$ cat config.mk
export PLATFORM = sky130hd
export DESIGN_NAME = hazard_scoreboard
export DESIGN_NICKNAME = d
export VERILOG_FILES = /design/src/rtl/hazard_scoreboard.sv
export SDC_FILE = /design/constraint.sdc
export NUM_CORES = 1
export LEC_CHECK = 0
export ABC_CLOCK_PERIOD_IN_PS = 2700
export CAP_MARGIN = 20
export CELL_PAD_IN_SITES_DETAIL_PLACEMENT = 1
export CELL_PAD_IN_SITES_GLOBAL_PLACEMENT = 1
export CORE_ASPECT_RATIO = 0.6
export CORE_MARGIN = 2
export CORE_UTILIZATION = 45
export CTS_CLUSTER_SIZE = 14
export DETAILED_ROUTE_END_ITERATION = 16
export DONT_BUFFER_PORTS = 1
export PLACE_DENSITY_LB_ADDON = 0.15
export SLEW_MARGIN = 15
export SYNTH_ARGS = -nofsm -noshare
export SYNTH_HDL_FRONTEND = slang
export SYNTH_SLANG_ARGS = --single-unit
$ cat constraint.sdc
create_clock -name clk -period 2.7 [get_ports clk]
set_input_delay 0.27 -clock clk [delete_from_list [all_inputs] [get_ports clk]]
set_output_delay 0.27 -clock clk [all_outputs]
set_load 0.005 [all_outputs]
$ cat src/rtl/hazard_scoreboard.sv
// hazard_scoreboard: decode-stage hazard unit for a 5-stage MIPS pipeline.
//   Keeps a shadow scoreboard of in-flight writers in E/M/W.
//   It drives the global stall and every forwarding select.
//
//   Config macro HAZ_FWD_EN:
//     defined   : Tuse/Tnew stall with forwarding.
//     undefined : full interlock; all forwarding selects are tied to 0.
//
//   Ports:
//     clk, rst_n                    clock, async active-low reset
//     rs_d, rt_d                    D-stage source registers
//     tuse_rs_d, tuse_rt_d          Tuse per operand (TUSE_NONE = not read)
//     a3_d, rfwe_d, tnew_d          D-stage destination, write enable, Tnew at E entry
//     stall                         hold PC and F/D, bubble D/E
//     fwd_rs_d, fwd_rt_d            0 RF, 1 E, 2 M, 3 W
//     fwd_rs_e, fwd_rt_e            0 D/E reg, 1 M, 2 W
//     fwd_rt_m                      0 E/M reg, 1 W
//     stall_cnt                     saturating count of stall cycles
module hazard_scoreboard #(
  parameter logic [2:0] TUSE_NONE = 3'd4,
  parameter int         CNT_W     = 32
) (
  input  logic             clk,
  input  logic             rst_n,
  input  logic [4:0]       rs_d,
  input  logic [4:0]       rt_d,
  input  logic [2:0]       tuse_rs_d,
  input  logic [2:0]       tuse_rt_d,
  input  logic [4:0]       a3_d,
  input  logic             rfwe_d,
  input  logic [2:0]       tnew_d,
  output logic             stall,
  output logic [1:0]       fwd_rs_d,
  output logic [1:0]       fwd_rt_d,
  output logic [1:0]       fwd_rs_e,
  output logic [1:0]       fwd_rt_e,
  output logic             fwd_rt_m,
  output logic [CNT_W-1:0] stall_cnt
);
  localparam logic [CNT_W-1:0] CNT_ONE = {{(CNT_W-1){1'b0}}, 1'b1};
  // Only the fields each stage actually consumes are stored.
  // M keeps rt for the store-data forward.
  // W keeps no tnew, because tnew has always decayed to 0 by then.
  logic             r_e_we, r_m_we, r_w_we;
  logic [4:0]       r_e_a3, r_e_rs, r_e_rt, r_m_a3, r_m_rt, r_w_a3;
  logic [2:0]       r_e_tnew, r_m_tnew;
  logic [CNT_W-1:0] r_stall_cnt;
  logic             w_rs_used, w_rt_used, w_stall_rs, w_stall_rt;
  function automatic logic f_match(input logic we, input logic [4:0] a3, input logic [4:0] r);
    return we && a3 == r && r != 5'd0;
  endfunction
  function automatic logic [2:0] f_dec(input logic [2:0] x);
    return (x == 3'd0) ? 3'd0 : x - 3'd1;
  endfunction
  assign w_rs_used = tuse_rs_d != TUSE_NONE;
  assign w_rt_used = tuse_rt_d != TUSE_NONE;
`ifdef HAZ_FWD_EN
  assign w_stall_rs = w_rs_used &&
    ((f_match(r_e_we, r_e_a3, rs_d) && r_e_tnew > tuse_rs_d) ||
     (f_match(r_m_we, r_m_a3, rs_d) && r_m_tnew > tuse_rs_d));
  assign w_stall_rt = w_rt_used &&
    ((f_match(r_e_we, r_e_a3, rt_d) && r_e_tnew > tuse_rt_d) ||
     (f_match(r_m_we, r_m_a3, rt_d) && r_m_tnew > tuse_rt_d));
  // Youngest producer whose result is ready wins.
  always_comb begin
    fwd_rs_d = (f_match(r_e_we, r_e_a3, rs_d) && r_e_tnew == 3'd0) ? 2'd1 :
               (f_match(r_m_we, r_m_a3, rs_d) && r_m_tnew == 3'd0) ? 2'd2 :
               f_match(r_w_we, r_w_a3, rs_d) ? 2'd3 : 2'd0;
    fwd_rt_d = (f_match(r_e_we, r_e_a3, rt_d) && r_e_tnew == 3'd0) ? 2'd1 :
               (f_match(r_m_we, r_m_a3, rt_d) && r_m_tnew == 3'd0) ? 2'd2 :
               f_match(r_w_we, r_w_a3, rt_d) ? 2'd3 : 2'd0;
    fwd_rs_e = (f_match(r_m_we, r_m_a3, r_e_rs) && r_m_tnew == 3'd0) ? 2'd1 :
               f_match(r_w_we, r_w_a3, r_e_rs) ? 2'd2 : 2'd0;
    fwd_rt_e = (f_match(r_m_we, r_m_a3, r_e_rt) && r_m_tnew == 3'd0) ? 2'd1 :
               f_match(r_w_we, r_w_a3, r_e_rt) ? 2'd2 : 2'd0;
    fwd_rt_m = f_match(r_w_we, r_w_a3, r_m_rt);
  end
`else
  logic w_unused;
  // Entry fields are still tracked but only read by the forwarding network.
  assign w_unused   = ^{r_m_tnew, r_e_rs, r_m_rt};
  assign w_stall_rs = w_rs_used &&
    (f_match(r_e_we, r_e_a3, rs_d) || f_match(r_m_we, r_m_a3, rs_d) || f_match(r_w_we, r_w_a3, rs_d));
  assign w_stall_rt = w_rt_used &&
    (f_match(r_e_we, r_e_a3, rt_d) || f_match(r_m_we, r_m_a3, rt_d) || f_match(r_w_we, r_w_a3, rt_d));
  assign fwd_rs_d = 2'd0;
  assign fwd_rt_d = 2'd0;
  assign fwd_rs_e = 2'd0;
  assign fwd_rt_e = 2'd0;
  assign fwd_rt_m = 1'b0;
`endif
  assign stall     = w_stall_rs | w_stall_rt;
  assign stall_cnt = r_stall_cnt;
  always_ff @(posedge clk or negedge rst_n) begin
    if (!rst_n) begin
      r_e_we      <= 1'b0;
      r_e_a3      <= '0;
      r_e_tnew    <= '0;
      r_e_rs      <= '0;
      r_e_rt      <= '0;
      r_m_we      <= 1'b0;
      r_m_a3      <= '0;
      r_m_tnew    <= '0;
      r_m_rt      <= '0;
      r_w_we      <= 1'b0;
      r_w_a3      <= '0;
      r_stall_cnt <= '0;
    end else begin
      // On a stall the D instruction is held and a bubble (all-zero entry) goes to E.
      r_e_we      <= !stall && rfwe_d && a3_d != 5'd0;
      r_e_a3      <= stall ? 5'd0 : a3_d;
      r_e_tnew    <= stall ? 3'd0 : tnew_d;
      r_e_rs      <= stall ? 5'd0 : rs_d;
      r_e_rt      <= stall ? 5'd0 : rt_d;
      r_m_we      <= r_e_we;
      r_m_a3      <= r_e_a3;
      r_m_tnew    <= f_dec(r_e_tnew);
      r_m_rt      <= r_e_rt;
      r_w_we      <= r_m_we;
      r_w_a3      <= r_m_a3;
      r_stall_cnt <= (stall && !(&r_stall_cnt)) ? r_stall_cnt + CNT_ONE : r_stall_cnt;
    end
  end
endmodule

**Word level (Yosys, flattened, before mapping)**

Index checks and enable logic that the tools add are counted.

- $add $sub $neg: 1
- Multipliers: 0
- Divide/modulo/power cells: 0
- $lt $le $gt $ge: 0
- Eq/ne operators: 8
- Shift operators: 0
- Multiplexer cells: 1
- Bitwise gates (word level): 1
- Reduce and logical (&&, ||, !) cells: 27

Operator list:

| cell | count |
|---|---|
| 32-bit by 1-bit adder with 32-bit output, second input constant | 1 |
| 32-bit AND reduction | 1 |
| 5-bit equality test | 6 |
| 1-bit logical AND | 17 |
| 5-bit nonzero test | 3 |
| 3-bit inequality test, second input constant | 2 |
| 5-bit two-way mux | 1 |
| 1-bit logical OR | 4 |
| 1-bit logical NOT | 2 |
| 1-bit bitwise OR | 1 |

- Flip-flop bits (word level): 50
- Latch bits: 0
- RAM bits: 0
- Bits in read-only memories: 0
- Input bits: 27
- Output and inout bits: 42
- Logic and storage cells: 45
- Memories kept: 0

**Depth between registers and ports, before layout**

- Depth in word-level cells: 10
- Gate-level depth with buffers: 10
- Mapped depth without buffers: 8

**Worst setup path before layout**

Ideal clock, no wire load.

- Kind: register to register
- Start: register r_stall_cnt[10] (netlist: stall_cnt[10])
- End: register r_stall_cnt[27] (netlist: stall_cnt[27])
- Setup time: 0.124 ns
- Data arrival time: 1.916 ns
- Data required time: 2.576 ns
- Slack: 0.659 ns
- Stages on the path, launching flop included: 11
- Buffers on the path: 2
- Period minus slack after synthesis: 2.041 ns
- Cells stage by stage: dfrtp_1 -> and3_1 -> nand2_1 -> nor2_1 -> and3_1 -> and2_1 -> clkbuf_1 -> a31oi_2 -> buf_2 -> nand4_1 -> xnor2_1

- Word-level cells in the longest chain between the ends: 3
- Elaborated cells between the ends (all ways): 4
- Those cells by class: 1 x add/sub; 3 x reduce/logical

RTL lines:

| item | line | text |
|---|---|---|
| from (decl) | 47 | `logic [CNT_W-1:0] r_stall_cnt;` |
| from (signal assigned) | 121 | `r_stall_cnt <= (stall && !(&r_stall_cnt)) ? r_stall_cnt + CNT_ONE : r_stall_cnt;` |
| parallel branches: the longest is 3 deep, another holds 32-bit by 1-bit adder with 32-bit output | - |  |

Parallel ways; which one is timed is not known.
A chain may end at the register's enable or synchronous reset.

**Worst setup path in the final report**

- Start: register r_e_a3[2]
- End: register r_stall_cnt[31] (netlist: stall_cnt[31])

- Word-level cells in the longest chain between the ends: 8
- Elaborated cells between the ends (all ways): 14
- Those cells by class: 2 x eq/ne; 1 x bitwise; 11 x reduce/logical

RTL lines:

| item | line | text |
|---|---|---|
| from (decl) | 45 | `logic [4:0] r_e_a3, r_e_rs, r_e_rt, r_m_a3, r_m_rt, r_w_a3;` |
| from (signal assigned) | 111 | `r_e_a3 <= stall ? 5'd0 : a3_d;` |
| 5-bit equality test | 50 | `return we && a3 == r && r != 5'd0;` |
| 1-bit logical AND (2 in series) | 50 |  |
| 1-bit logical OR, on equally long branches (2 in series) | 83, 85 |  |
| 1-bit logical AND, on equally long branches | 82, 84 |  |
| 1-bit bitwise OR (*) | 92 | `assign stall = w_stall_rs \| w_stall_rt;` |
| 1-bit logical AND (*) | 121 |  |

Mark *: on every way between the ends. The rest lies on a longest branch, timed or not.

==> results_dict.tcl <==
set metrics [dict create \
    switching_share_pct 26.4 \
    io_pins 69 \
    cts-root-buf "clkbuf_8" \
    drt_wl_total_mm 5.48 \
    grt_use_total_pct 19.1 \
    synth_edf_count 0 \
    synth_area_per_cell_sq_um 11.1 \
    place.gp.congestion 0.820 \
    clockBufferDepth 2 \
    core_area_sq_um 5180 \
    dr.pass1.iters 4 \
    p_int_mw 1.18 \
    tns_ns 0 \
    wl_met3_um 332 \
    diodes 0 \
    timing.fmax_mhz 432 \
    cts_buffers 5 \
    finalCriticalPeriod_ns 2.31 \
    leakagePower_nw 1.17 \
    hold_depth 1 \
    cp-end-kind "flip-flop" \
    rsz0062_at_grt "false" \
    start_util_pct 47.6 \
    ir_worst_vdd_v 0.000235 \
    synth_cell_types 28 \
    area_growth_syn_to_layout_pct 7.26 \
    maxSlewViolCount 0 \
    yosys_warnings 0 \
    portBuffers 0 \
    antenna_found_initial 0 \
    grt_max_degree 51 \
    syn-instance-count 222 \
    die_h_um 61.3 \
    rr_worst_depth 9 \
    drive_gt1_share_pct 6.58 \
    fin_worst_skew_ns 0.0129 \
    dr.max_layer_used "met4" \
    grt_pass1_wl_mm 8.63 \
    slowest_delay_ns 0.43 \
    drv_cap 0 \
    wl_met2_mm 2.19 \
    clkPwrFrac_pct 32.7 \
    drc_errors 0 \
    h-tree-depth 2 \
    num_vias 1619 \
    ys_seq_area_share_pct 50.8 \
    dp_hpwl_mm 4.20 \
    setup_viol 0 \
    clk_pin_slew_ns 0.09 \
    r2r-start "r_e_a3[2]$_DFF_PN0_" \
    rows 20 \
    cpMaxStageDelayCell "dfrtp_1" \
    dr.first_iter.drc_count 53 \
    clk_latency_ns 0.31 \
    ys_ff_latch 50 \
    hold_end "r_e_a3[1]$_DFF_PN0_" \
    post_drt_via_cell_ratio 5.51 \
    crit_arrival_ns 2.50 \
    synthArstFlopShare_pct 100 \
    hold_start "a3_d[1]" \
    reg2reg_slack_ns 0.39 \
    min_path_type "input port to flip-flop" \
    worst_slack_ns 0.386 \
    p_switching_mw 0.423 \
    startpoint_type "flip-flop" \
    fin_crit_sh_pct 85.7 \
    path_cells "xor2_1 > nor4_1 > and3_1 > or3_4 > a22oi_4 > a31oi_2 > buf_4 > nand4_1 > xnor2_1" \
    cp_max_fo 30 \
    cts_tree "built" \
    wl_met1_mm 2.90 \
    grt_pass1_vias 1630 \
    power.density_nw_per_um2 605 \
    hold_viol_final 0 \
    path_class "flip-flop to flip-flop" \
    seqPwrFrac_pct 55.7 \
    crit_required_ns 2.89 \
    synth_area_sq_um 2460 \
    r2r-end "stall_cnt[31]$_DFFE_PN0P_" \
    gr-total-overflow 0 \
    nNetsFinal 255 \
    clock_sinks 50 \
    die_area_sq_um 6100 \
    p_comb_share_pct 11.7 \
    status "finished, final reports clean" \
    wl_per_cell_um 18.6 \
    dpl_worst_slack_ns 0.407 \
    synthFlopType "dfrtp_1" \
    die_w_um 99.5 \
    ant_nets 0 \
]
-- metal layers --
| layer | track usage, % | vias to the layer above |
|---|---|---|
| li1 | - | 753 |
| met2 | 26.4 | 48 |
| met1 | 28.2 | 811 |
| met5 | 0 | - |
| met3 | 6.58 | 7 |
| met4 | 5.87 | 0 |
-- flip-flops by register name, indices dropped and copies added, names as in the netlist --
name       cells
r_m_we         1
stall_cnt     32
r_e_we         1
r_e_a3         5
r_w_we         1
r_m_a3         5
r_w_a3         5
-- area by class of cell --
type / instances / area, sq um
Timing Repair Buffer: 4 / 52.6
Inverter: 2 / 7.51
Sequential cell: 50 / 1250
Multi-Input combinational cell: 164 / 1140
Tap cell: 66 / 82.6
Clock inverter: 2 / 37.5
Fill cell: 561 / 2540
Clock buffer: 6 / 72.6
-- repair_timing --
| action | in CTS | in global routing |
|---|---|---|
| gates resized for setup | 0 | 0 |
| hold buffers | 2 | 0 |
| buffers inserted | 0 | 0 |
| endpoints found under the hold margin | 50 | 0 |
| endpoints found under the setup margin | 0 | 0 |
-- cell usage after synthesis (2+ instances only) --
cell      number  area [sq um]
nand3_1        8          40.0
xor2_1        26           228
nor3_1         2          10.0
buf_2          2          10.0
a22oi_1        2          15.0
and3_1        16           100
nor2_1        12          45.0
dfrtp_1       50          1250
and2_1         8          50.1
nand4_1       22           138
nor4_1         6          37.5
buf_4          9          67.6
nand2_1        9          33.8
xnor2_1       34           298
inv_1          2          7.51
clkbuf_1       2          7.51
-- worst max-delay path by stage --
stage / startpoint / to / slack, ns / cells past startpoint
finish: r_e_a3[2]$_DFF_PN0_ / stall_cnt[31]$_DFFE_PN0P_ / 0.39 / 9
global route: stall_cnt[18]$_DFFE_PN0P_ / stall_cnt[1]$_DFFE_PN0P_ / 0.23 / 8
CTS: r_m_a3[3]$_DFF_PN0_ / stall_cnt[31]$_DFFE_PN0P_ / 0.39 / 9
detailed placement: r_e_a3[2]$_DFF_PN0_ / stall_cnt[31]$_DFFE_PN0P_ / 0.41 / 9
global placement: stall_cnt[0]$_DFFE_PN0P_ / stall_cnt[28]$_DFFE_PN0P_ / 0.47 / 8
floorplan: stall_cnt[10]$_DFFE_PN0P_ / stall_cnt[27]$_DFFE_PN0P_ / 0.66 / 10
-- cells by family after synthesis --
family / Yosys count / share of synthesized area [%]
adders and majority gates: 1 / 0.508
xor gates and xnor gates: 60 / 21.3
other: 1 / 0.152
DFF: 50 / 50.8
AOI/OAI and AO/OA: 5 / 2.18
buffers and inverters: 16 / 4.22
muxes: 2 / 1.07
and+or+nand+nor: 87 / 19.8
-- stage by stage --
stage                     total power, mW  util [%]  instance area, sq um  hold slack [ns]  std cells
final                                1.60      51.0                  2640           0.0990        294
after global routing                 1.68      51.0                  2640           0.0891        294
after CTS                            1.61      51.0                  2640           0.0931        294
after detailed placement             1.07      48.2                  2490          -0.0248        284
after global placement               1.06      48.2                  2490          -0.0244        284
after floorplan                      1.04         -                  2490          -0.0256        230
-- power groups by stage --
stage | registers (mW) | clock network, mW | logic [mW]
detailed placement | 0.907 | 0 | 0.167
global placement | 0.903 | 0 | 0.157
finish | 0.890 | 0.523 | 0.186
CTS | 0.892 | 0.533 | 0.190
floorplan | 0.884 | 0 | 0.154
global route | 0.905 | 0.563 | 0.210
-- cell usage in the layout (no fill, tap or decap), types with 2 or more instances in the layout --
cell type	count
dfrtp_1	50
xnor2_1	34
xor2_1	26
nand4_1	22
and3_1	16
nor2_1	12
nand2_1	9
conb_1	9
and2_1	8
nand3_1	8
nor4_1	6
clkbuf_8	5
nor3_1	2
a22oi_1	2
inv_1	2
buf_4	2
-- worst max-delay path, delay by kind of cell (launching register included) --
family / cells / cell delay [ns]
simple gates: 4 / 0.83
flops: 1 / 0.43
xor+xnor: 2 / 0.33
buf+inv: 1 / 0.33
compound gates: 2 / 0.27
No activity file was read; power rests on OpenSTA's default activity.
